===== src/rtl/adc_spi_cfg_multi.sv =====
// adc_spi_cfg_multi: queued SPI configuration master, one frame per command to every ADC in its mask.
// Latency: pop to done = 1 + CLK_DIV*(2*FRAME_W+2) cycles, then GAP_CYC cycles of CS high before the next pop.
// Backpressure: cmd_ready low while the FIFO is full, unless a pop frees a slot in the same cycle.
module adc_spi_cfg_multi #(
    parameter int               NUM_ADC = 2,
    parameter int               ADDR_W  = 4,
    parameter int               DATA_W  = 16,
    parameter int               HDR_W   = 12,
    parameter logic [HDR_W-1:0] HDR     = 'h001,
    parameter int               CLK_DIV = 4,
    parameter int               GAP_CYC = 8,
    parameter int               FIFO_AW = 2
) (
    input  logic               sys_clk,
    input  logic               reset,
    input  logic               cmd_valid,
    output logic               cmd_ready,
    input  logic [NUM_ADC-1:0] cmd_mask,
    input  logic [ADDR_W-1:0]  cmd_addr,
    input  logic [DATA_W-1:0]  cmd_data,
    output logic [FIFO_AW:0]   fifo_level,
    output logic               busy,
    output logic               done,
    output logic [NUM_ADC-1:0] adc_sclk,
    output logic [NUM_ADC-1:0] adc_notSCS,
    output logic [NUM_ADC-1:0] adc_sdata
);

    localparam int FRAME_W = HDR_W + ADDR_W + DATA_W;
    localparam int DEPTH   = 1 << FIFO_AW;
    localparam int HP_W    = (CLK_DIV > 1) ? $clog2(CLK_DIV) : 1;
    localparam int BIT_W   = $clog2(FRAME_W);
    localparam int GAP_W   = (GAP_CYC > 1) ? $clog2(GAP_CYC) : 1;

    typedef struct packed {
        logic [NUM_ADC-1:0] mask;
        logic [ADDR_W-1:0]  addr;
        logic [DATA_W-1:0]  data;
    } cmd_t;

    typedef enum logic [2:0] {S_IDLE, S_SETUP, S_SHIFT, S_HOLD, S_GAP} state_t;

    // ---------------- command FIFO ----------------
    cmd_t             mem_q [DEPTH];
    cmd_t             cmd_in;
    cmd_t             head;
    logic [FIFO_AW:0] wr_ptr_q, rd_ptr_q;
    logic [FIFO_AW:0] level;
    logic             fifo_empty, fifo_full, push, pop;

    state_t               state_q, state_d;
    logic [HP_W-1:0]      hp_q, hp_d;
    logic [BIT_W-1:0]     bit_q, bit_d;
    logic                 phase_q, phase_d;    // 0: SCLK low half, 1: SCLK high half
    logic [GAP_W-1:0]     gap_q, gap_d;
    logic [FRAME_W-1:0]   frame_q, frame_d;
    logic [NUM_ADC-1:0]   mask_q, mask_d;
    logic [NUM_ADC-1:0]   sclk_q, sclk_d;
    logic [NUM_ADC-1:0]   cs_q, cs_d;
    logic [NUM_ADC-1:0]   sdata_q, sdata_d;
    logic                 done_q, done_d;
    logic                 hp_last, bit_last, gap_last;

    assign cmd_in     = {cmd_mask, cmd_addr, cmd_data};
    assign level      = wr_ptr_q - rd_ptr_q;
    assign fifo_empty = (level == '0);
    assign fifo_full  = (level == (FIFO_AW+1)'(DEPTH));
    assign pop        = (state_q == S_IDLE) && !fifo_empty;
    // A pop in this cycle frees the slot the incoming push lands in.
    assign cmd_ready  = !fifo_full || pop;
    assign push       = cmd_valid && cmd_ready;
    assign head       = mem_q[rd_ptr_q[FIFO_AW-1:0]];

    // FIFO pointers; reset drops every queued command.
    always_ff @(posedge sys_clk or posedge reset) begin
        if (reset) begin
            wr_ptr_q <= '0;
            rd_ptr_q <= '0;
        end else begin
            if (push) wr_ptr_q <= wr_ptr_q + 1'b1;
            if (pop)  rd_ptr_q <= rd_ptr_q + 1'b1;
        end
    end

    // FIFO storage; contents are only meaningful between the pointers.
    always_ff @(posedge sys_clk) begin
        if (push) mem_q[wr_ptr_q[FIFO_AW-1:0]] <= cmd_in;
    end

    // ---------------- frame sequencer ----------------
    assign hp_last  = (hp_q == HP_W'(CLK_DIV - 1));
    assign bit_last = (bit_q == BIT_W'(FRAME_W - 1));
    assign gap_last = (gap_q == GAP_W'(GAP_CYC - 1));

    // State and datapath register.
    always_ff @(posedge sys_clk or posedge reset) begin
        if (reset) begin
            state_q <= S_IDLE;
            hp_q    <= '0;
            bit_q   <= '0;
            phase_q <= 1'b0;
            gap_q   <= '0;
            frame_q <= '0;
            mask_q  <= '0;
        end else begin
            state_q <= state_d;
            hp_q    <= hp_d;
            bit_q   <= bit_d;
            phase_q <= phase_d;
            gap_q   <= gap_d;
            frame_q <= frame_d;
            mask_q  <= mask_d;
        end
    end

    // Next-state: hp paces every phase; bit/phase walk the frame; gap times CS-high idle.
    always_comb begin
        state_d = state_q;
        hp_d    = hp_q;
        bit_d   = bit_q;
        phase_d = phase_q;
        gap_d   = gap_q;
        frame_d = frame_q;
        mask_d  = mask_q;
        unique case (state_q)
            S_IDLE: begin
                if (pop) begin
                    frame_d = {HDR, head.addr, head.data};
                    mask_d  = head.mask;
                    hp_d    = '0;
                    if (head.mask != '0) state_d = S_SETUP;
                end
            end
            S_SETUP: begin
                hp_d = hp_last ? '0 : hp_q + 1'b1;
                if (hp_last) begin
                    state_d = S_SHIFT;
                    bit_d   = '0;
                    phase_d = 1'b0;
                end
            end
            S_SHIFT: begin
                hp_d = hp_last ? '0 : hp_q + 1'b1;
                if (hp_last) begin
                    if (!phase_q) begin
                        phase_d = 1'b1;
                    end else if (bit_last) begin
                        state_d = S_HOLD;
                    end else begin
                        bit_d   = bit_q + 1'b1;
                        phase_d = 1'b0;
                        frame_d = {frame_q[FRAME_W-2:0], 1'b0};
                    end
                end
            end
            S_HOLD: begin
                hp_d = hp_last ? '0 : hp_q + 1'b1;
                if (hp_last) begin
                    state_d = S_GAP;
                    gap_d   = '0;
                end
            end
            S_GAP: begin
                if (gap_last) state_d = S_IDLE;
                else          gap_d   = gap_q + 1'b1;
            end
            default: state_d = S_IDLE;
        endcase
    end

    // Pin next values: change only at phase boundaries, gated by the latched mask.
    always_comb begin
        sclk_d  = sclk_q;
        cs_d    = cs_q;
        sdata_d = sdata_q;
        done_d  = 1'b0;
        unique case (state_q)
            S_IDLE: begin
                if (pop) begin
                    sclk_d  = '1;
                    sdata_d = '0;
                    if (head.mask == '0) done_d = 1'b1;
                    else                 cs_d   = ~head.mask;
                end
            end
            S_SETUP: begin
                if (hp_last) begin
                    sclk_d  = ~mask_q;
                    sdata_d = mask_q & {NUM_ADC{frame_q[FRAME_W-1]}};
                end
            end
            S_SHIFT: begin
                if (hp_last) begin
                    if (!phase_q) begin
                        sclk_d = '1;
                    end else if (!bit_last) begin
                        sclk_d  = ~mask_q;
                        sdata_d = mask_q & {NUM_ADC{frame_q[FRAME_W-2]}};
                    end
                end
            end
            S_HOLD: begin
                if (hp_last) begin
                    sclk_d  = '1;
                    cs_d    = '1;
                    sdata_d = '0;
                    done_d  = 1'b1;
                end
            end
            default: ;
        endcase
    end

    // Output registers so the pins never see combinational paths from cmd_*.
    always_ff @(posedge sys_clk or posedge reset) begin
        if (reset) begin
            sclk_q  <= '1;
            cs_q    <= '1;
            sdata_q <= '0;
            done_q  <= 1'b0;
        end else begin
            sclk_q  <= sclk_d;
            cs_q    <= cs_d;
            sdata_q <= sdata_d;
            done_q  <= done_d;
        end
    end

    assign adc_sclk   = sclk_q;
    assign adc_notSCS = cs_q;
    assign adc_sdata  = sdata_q;
    assign done       = done_q;
    assign busy       = (state_q != S_IDLE) || !fifo_empty;
    assign fifo_level = level;

endmodule


===== config.mk =====
export PLATFORM = sky130hd
export DESIGN_NAME = adc_spi_cfg_multi
export DESIGN_NICKNAME = d
export VERILOG_FILES = /design/src/rtl/adc_spi_cfg_multi.sv
export SDC_FILE = /design/constraint.sdc
export NUM_CORES = 1
export LEC_CHECK = 0
export BUFFER_PORTS_ARGS = -buffer_cell sky130_fd_sc_hd__buf_2
export CAP_MARGIN = 0
export CORE_AREA = 2 2 122 88
export CTS_BUF_LIST = sky130_fd_sc_hd__clkbuf_8
export DETAILED_ROUTE_END_ITERATION = 7
export DIE_AREA = 0 0 124 90
export GPL_TIMING_DRIVEN = 1
export HOLD_SLACK_MARGIN = 0.03
export PLACE_DENSITY = 0.92
export SYNTH_ARGS = -nofsm -noshare
export SYNTH_HDL_FRONTEND = slang
export SYNTH_SLANG_ARGS = --single-unit

===== constraint.sdc =====
create_clock -name sys_clk -period 3.6 [get_ports sys_clk]
set_input_delay 0.18 -clock sys_clk [delete_from_list [all_inputs] [get_ports sys_clk]]
set_output_delay 0.18 -clock sys_clk [all_outputs]
set_load 0.05 [all_outputs]

==> results.txt, run 1 <==
----------------------------------------------------
[Detailed routing]
  DR vias/cell ... 6.04
  Post-route antenna net violation count ... 0
  Total via count in the routed design ... 3760
  Number of detailed-route iterations in the first pass ... 5
  Number of DRC markers in iteration 0 ... 433
  Aggregate routed wire length ... 12200 µm
  Average detailed-routed wire length per instance ... 19.6 µm
  Post-detailed-route DRC marker count ... 0

[Timing]
  Period Utilization, post-route ... 86.5%
  RSZ-0062 raised after global routing ... no
  Final number of max-transition violations ... 0
  Final Hold Viols ... 0
  TNS Setup ... 0 ns
  Layout Skew ... 0.00823 ns
  Transition time at the pin with the least slew margin ... 1.14 ns
  Minimum period implied by the final worst setup slack ... 3.11 ns
  Worst slew margin ... 23.9%
  Post-layout worst setup margin ... 0.486 ns
  F_max ... 321 MHz
  Setup violators final ... 0

[Synthesis]
  Commonest cells in the synthesized netlist ... sky130_fd_sc_hd__edfxtp_1, sky130_fd_sc_hd__dfrtp_1, sky130_fd_sc_hd__o21ai_0, sky130_fd_sc_hd__nand3_1, sky130_fd_sc_hd__nand2_1
  Number of synthesized flops with an enable pin ... 88
  Synth Register Bits ... 149
  Async SR Flop Fraction ... 40.9%
  Syn Nets ... 455
  Avg Synthesized Cell Area ... 14.8 µm²
  Flip-flop cell with the highest count after synthesis ... sky130_fd_sc_hd__edfxtp_1
  Most repeated cell in the gate-level netlist after synthesis ... sky130_fd_sc_hd__edfxtp_1
  Number of library cell types mapped by synthesis ... 44
  Main area contributors after synthesis ... sky130_fd_sc_hd__edfxtp_1, sky130_fd_sc_hd__dfrtp_1, sky130_fd_sc_hd__mux4_2
  Part of the Yosys area used for sequential elements ... 67.4%
  Synthesis Warnings ... 0
  Syn Inst Count ... 418
  Fraction of post-synthesis cell area in the top cell type by area ... 42.7%
  Synthesized cell area ... 6190 µm²
  Library cell occupying the most area in the post-synthesis netlist ... sky130_fd_sc_hd__edfxtp_1

[Layout]
  Final non-filler cell total ... 623
  Total number of nets in the final design ... 515
  Post-synthesis to final-layout area growth ... 15.4%
  Final Cell Area ... 7150 µm²
  Antenna cells ... 0
  Fraction of layout cells with a size suffix above 1 ... 22.2%

[Setup path]
  Register-to-Register Setup Slack ... 0.49 ns
  Critical Path End Type ... flop
  Worst-path cell chain ... inv_1 > ha_1 > fa_1 > xor3_2 > or3b_1 > and3_1
  Worst Path Arrival ... 3.17 ns
  Data required time of the critical path ... 3.66 ns
  Maximum fanout encountered on the critical timing path ... 23
  Master of the slowest instance on the critical path ... sky130_fd_sc_hd__and3_1
  Worst Setup Path Type ... reg2reg
  Worst setup SP type ... flop
  Delay of the slowest cell on the worst path ... 0.96 ns

[Place]
  Total half-perimeter wirelength after legalization and detailed placement ... 7510 µm
  Final weighted congestion in routability-driven placement ... 0.807
  Total instance count after detailed placement ... 568
  Pre-CTS setup slack ... 0.524 ns
  Port Buffers ... 36
  Placement-stage cell area ... 6470 µm²

[Min path]
  Worst min-delay path class ... in2reg

[Power and ir drop]
  Cell Pwr Density ... 879 nW/µm²
  Standby leakage power ... 2.92 nW
  Maximum ir drop on the vdd rail ... 0.836 mV

[CTS]
  Number of sinks on the clock net ... 149
  Post-CTS Setup Bufs ... 0
  Clock Latency Late Sink ... 0.44 ns
  CTS clock-pin slew for the worst setup and hold paths ... 0.08 ns
  CTS tree ... yes
  Depth of the CTS H-tree ... 4
  Clock Tree Buf Depth ... 2
  Buffer cell driving the clock tree root ... sky130_fd_sc_hd__clkbuf_8
  Num CTS Buffers ... 17

[Run]
  Max cap viols ... 0

[Floorplan]
  Vertical die dimension ... 90 µm
  Starting density of the core ... 61.4%
  Die boundary width ... 124 µm
  Floorplan core area ... 10100 µm²
  Die Area ... 11200 µm²
  Row Count ... 31
  Top-Level Pins ... 37

[GRT]
  Via count of the first global-routing pass ... 3836
  Global-route usage over all layers ... 24.3%
  Global-route wire length before repair ... 19700 µm
  Grt ovf ... 0
  Pin count of the biggest net entering global routing ... 42
  Initial antenna violation count ... 0

[Status]
  Run status ... completed

----------------------------------------------------
==> power by group <==
group	leakage [nW]	internal, W	total [W]	switching [W]
combinational	1.11	0.000861	0.00228	0.00142
sequential	1.59	0.00234	0.00259	0.000255
clock	0.229	0.000792	0.00140	0.000613
==> registers in the layout, summed over array words and instances (netlist names), 3 cells and up <==
register / cells
state_q: 3
rd_ptr_q: 3
bit_q: 5
wr_ptr_q: 3
gap_q: 3
frame_q: 32
mem_q: 88
==> cell usage in the layout, fill, tap and decap left out, types with 4 or more instances in the layout <==
| master | n |
|---|---|
| sky130_fd_sc_hd__a22o_1 | 4 |
| sky130_fd_sc_hd__dlygate4sd3_1 | 23 |
| sky130_fd_sc_hd__o21ai_0 | 43 |
| sky130_fd_sc_hd__buf_4 | 7 |
| sky130_fd_sc_hd__dfstp_2 | 4 |
| sky130_fd_sc_hd__ha_1 | 11 |
| sky130_fd_sc_hd__nand2_1 | 26 |
| sky130_fd_sc_hd__inv_1 | 16 |
| sky130_fd_sc_hd__and3_1 | 5 |
| sky130_fd_sc_hd__mux4_2 | 22 |
| sky130_fd_sc_hd__a21oi_1 | 9 |
| sky130_fd_sc_hd__mux2_2 | 5 |
| sky130_fd_sc_hd__nor2_1 | 10 |
| sky130_fd_sc_hd__nand3_1 | 38 |
| sky130_fd_sc_hd__mux2i_1 | 19 |
| sky130_fd_sc_hd__edfxtp_1 | 88 |
| sky130_fd_sc_hd__dfrtp_1 | 57 |
| sky130_fd_sc_hd__bufinv_16 | 4 |
| sky130_fd_sc_hd__buf_2 | 36 |
| sky130_fd_sc_hd__clkbuf_8 | 19 |
==> metrics by stage <==
stage	utilization, %	hold WS [ns]	power [W]
2_1_floorplan	-	0.279	0.00428
3_3_place_gp	64.2	0.369	0.00469
3_5_place_dp	64.2	0.370	0.00485
4_1_cts	70.9	0.0652	0.00628
5_1_grt	70.9	0.0597	0.00660
6_report	70.9	0.0822	0.00628
==> what timing repair did <==
item / 4_1_cts / 5_1_grt
hold endpoints to repair: 124 / 0
gates resized for setup: 0 / 0
hold buffers: 23 / 0
==> worst paths after layout <==
| path | start | end | cells past startpoint |
|---|---|---|---|
| setup / recovery | wr_ptr_q[0] | mem_q[3][3] | 6 |
| hold / removal | cmd_valid | wr_ptr_q[0] | 3 |
| setup reg to reg | wr_ptr_q[0] | mem_q[3][3] | 6 |
| hold reg to reg | adc_notSCS[0] | adc_notSCS[0] | 2 |
| max in group asynchronous | reset | adc_notSCS[1] | 4 |
| min in group asynchronous | reset | mask_q[1] | 3 |
==> per-layer routing <==
layer | up-vias | routed length [µm] | global-route usage, %
li1 | 1687 | - | -
met1 | 1919 | 5260 | 33.6
met2 | 132 | 6110 | 37.5
met3 | 22 | 683 | 6.92
met4 | 0 | 178 | 8.05
met5 | - | 0 | 0
==> cell type report <==
class / count / area (µm²)
timing repair buffer: 66 / 463
sequential: 149 / 4170
clock buffer: 19 / 262
fill: 593 / 2940
inverter: 15 / 56.3
multi-input combinational: 229 / 1850
tap: 132 / 165
clock inverter: 13 / 180
==> critical path: cells and delay by family, from the launching register on <==
kind                     cells  cell delay, ns
buffers and inverters        1            0.11
XOR/XNOR                     1            0.30
AND/OR/NAND/NOR              2            1.27
flip-flops                   1            0.43
adder cells (fa/ha/maj)      2            0.61
==> kinds of logic after synthesis <==
logic type	after synthesis	share of synthesized area (%)
buffers and inverters	40	2.75
AND/OR/NAND/NOR	98	7.90
XOR/XNOR	6	1.11
multiplexers	46	12.0
flip-flops	149	67.4
AO/OA/AOI/OAI	67	6.27
adder cells (fa/ha/maj)	12	2.55
Power figures use the tool's default switching activity.
==> run 2: changes to the inputs <==
Settings changed: CTS_CLUSTER_SIZE set to 20, PLACE_DENSITY 0.92 to 0.83.
==> run 2 against run 1 <==
Sequential share of layout area up 0.58 points. Combinational power hardly changed. Global-route usage down 1.3 points. Largest power group unchanged.
==> results.txt, run 2 (synthesis gave the netlist of run 1 again) <==
----------------------------------------------------
[Setup path]
  Master of the slowest instance on the critical path ... sky130_fd_sc_hd__and3_1
  Data required time of the critical path ... 3.66 ns
  Register-to-Register Setup Slack ... 0.54 ns
  Worst-path cell chain ... inv_1 > ha_1 > fa_1 > xor3_2 > or3b_1 > and3_1
  Crit-path leading delay family ... simple AND/OR/NAND/NOR gates
  Worst Setup Path Type ... reg2reg
  Worst setup SP type ... flop
  Delay of the slowest cell on the worst path ... 0.94 ns
  Worst Path Arrival ... 3.12 ns
  Maximum fanout encountered on the critical timing path ... 22
  Worst path bufs/invs ... 1
  Critical Path End Type ... flop

[Timing]
  Layout Skew ... 0.0152 ns
  Setup violators final ... 0
  Period Utilization, post-route ... 84.9%
  Minimum period implied by the final worst setup slack ... 3.06 ns
  Final Hold Viols ... 0
  Final number of max-transition violations ... 0
  Post-layout worst setup margin ... 0.543 ns
  F_max ... 327 MHz
  TNS Setup ... 0 ns
  Transition time at the pin with the least slew margin ... 1.13 ns
  Worst slew margin ... 24.8%
  RSZ-0062 raised after global routing ... no

[Layout]
  Most common library cell in the layout ignoring fill and taps ... sky130_fd_sc_hd__edfxtp_1
  Total number of nets in the final design ... 515
  Count of filler cells inserted in the layout ... 643
  Most frequent cells in the layout ... sky130_fd_sc_hd__edfxtp_1, sky130_fd_sc_hd__dfrtp_1, sky130_fd_sc_hd__o21ai_0
  Antenna cells ... 0
  Post-synthesis to final-layout area growth ... 14.3%
  Fraction of layout cells with a size suffix above 1 ... 22.4%
  Final non-filler cell total ... 623
  Final Cell Area ... 7080 µm²
  Max FFs per register ... 88

[Detailed routing]
  Number of detailed-route iterations in the first pass ... 5
  Post-detailed-route DRC marker count ... 0
  Number of DRC markers in iteration 0 ... 261
  Aggregate routed wire length ... 11600 µm
  Total via count in the routed design ... 3693
  DR vias/cell ... 5.93
  Post-route antenna net violation count ... 0
  Average detailed-routed wire length per instance ... 18.7 µm

[CTS]
  Number of sinks on the clock net ... 149
  Num CTS Buffers ... 17
  CTS clock-pin slew for the worst setup and hold paths ... 0.09 ns
  Post-CTS Resized ... 0
  Depth of the CTS H-tree ... 4
  CTS tree ... yes
  Buffer cell driving the clock tree root ... sky130_fd_sc_hd__clkbuf_8
  Post-CTS Setup Bufs ... 0
  Clock Tree Buf Depth ... 2
  Clock Latency Late Sink ... 0.45 ns

[GRT]
  Global-route wire length before repair ... 18900 µm
  Pin count of the biggest net entering global routing ... 42
  Via count of the first global-routing pass ... 3688
  Global-route usage over all layers ... 23.0%
  Initial antenna violation count ... 0
  Grt ovf ... 0

[Place]
  Total half-perimeter wirelength after legalization and detailed placement ... 7310 µm
  Pre-CTS setup slack ... 0.512 ns
  Port Buffers ... 36
  Final weighted congestion in routability-driven placement ... 0.820
  Placement-stage cell area ... 6470 µm²
  Total instance count after detailed placement ... 568

[Floorplan]
  Die boundary width ... 124 µm
  Row Count ... 31
  Vertical die dimension ... 90 µm
  Die Area ... 11200 µm²
  Starting density of the core ... 61.4%
  Top-Level Pins ... 37
  Floorplan core area ... 10100 µm²

[Status]
  Run status ... completed

[Power and ir drop]
  Cell Pwr Density ... 852 nW/µm²
  Part of the power in combinational logic ... 37.5%
  Net switching power figure ... 0.00232 W
  Total chip power ... 0.00603 W
  Standby leakage power ... 2.88 nW
  Fraction of power spent switching nets ... 38.5%
  Seq pwr share ... 42.5%
  Total internal power ... 0.00371 W
  Maximum ir drop on the vdd rail ... 0.473 mV
  Part of the power in the clock network ... 20.1%

[Min path]
  Worst min-delay path class ... in2reg

[Run]
  Max cap viols ... 0

----------------------------------------------------
run 2: cell types whose count changed in the layout (fill, tap and decap cells not counted):
cell,previous run,this run
sky130_fd_sc_hd__bufinv_16,4,0
sky130_fd_sc_hd__clkbuf_8,19,17
sky130_fd_sc_hd__clkinv_2,2,0
sky130_fd_sc_hd__clkinvlp_4,1,3
sky130_fd_sc_hd__inv_1,16,15
sky130_fd_sc_hd__inv_6,3,4
sky130_fd_sc_hd__inv_8,0,6
run 2: through the flow:
stage | hold WS (ns) | utilization [%]
2_1_floorplan | 0.279 | -
3_3_place_gp | 0.308 | 64.2
3_5_place_dp | 0.321 | 64.2
4_1_cts | 0.0469 | 70.2
5_1_grt | 0.0588 | 70.2
6_report | 0.0645 | 70.2
run 2: worst paths after layout:
path                                     from             to  cells after the start
worst max-delay path              wr_ptr_q[0]   mem_q[1][16]                      6
worst min-delay path                cmd_valid    wr_ptr_q[0]                      3
worst max register to register    wr_ptr_q[0]   mem_q[1][16]                      6
worst min register to register  adc_notSCS[1]  adc_notSCS[1]                      2
max in group asynchronous               reset  adc_notSCS[0]                      4
min in group asynchronous               reset       gap_q[1]                      3
run 2: cell type report:
| cell class | instances | area, µm² | area share (%) |
|---|---|---|---|
| clock buffer | 17 | 234 | 3.31 |
| clock inverter | 15 | 138 | 1.95 |
| inverter | 15 | 56.3 | 0.796 |
| multi-input combinational | 229 | 1850 | 26.1 |
| sequential | 149 | 4170 | 59.0 |
| tap | 132 | 165 | 2.33 |
| timing repair buffer | 66 | 463 | 6.54 |
run 2: routing by layer:
layer / wire length [µm] / GRT usage, % / vias up / share of wire, %
met3: 647 / 6.35 / 14 / 5.6
li1: - / - / 1693 / -
met4: 144 / 7.58 / 0 / 1.2
met5: 0 / 0 / - / 0
met2: 5550 / 33.6 / 118 / 48
met1: 5300 / 34.1 / 1868 / 46
run 2: tightest hold or removal path, cell delays in order:
cell,delay [ns]
sky130_fd_sc_hd__buf_2,0.12
sky130_fd_sc_hd__nand2_1,0.10
sky130_fd_sc_hd__xnor2_1,0.08
run 2: repair_timing:
action,4_1_cts,5_1_grt
hold buffers,23,0
setup endpoints to repair,0,0
endpoints found under the hold margin,118,0
run 2: power by group through the flow:
stage / clock network (W) / logic (W) / registers, W
floorplan: 0 / 0.00170 / 0.00258
global placement: 0 / 0.00218 / 0.00255
detailed placement: 0 / 0.00225 / 0.00259
CTS: 0.00123 / 0.00227 / 0.00256
global route: 0.00130 / 0.00247 / 0.00261
finish: 0.00121 / 0.00226 / 0.00256
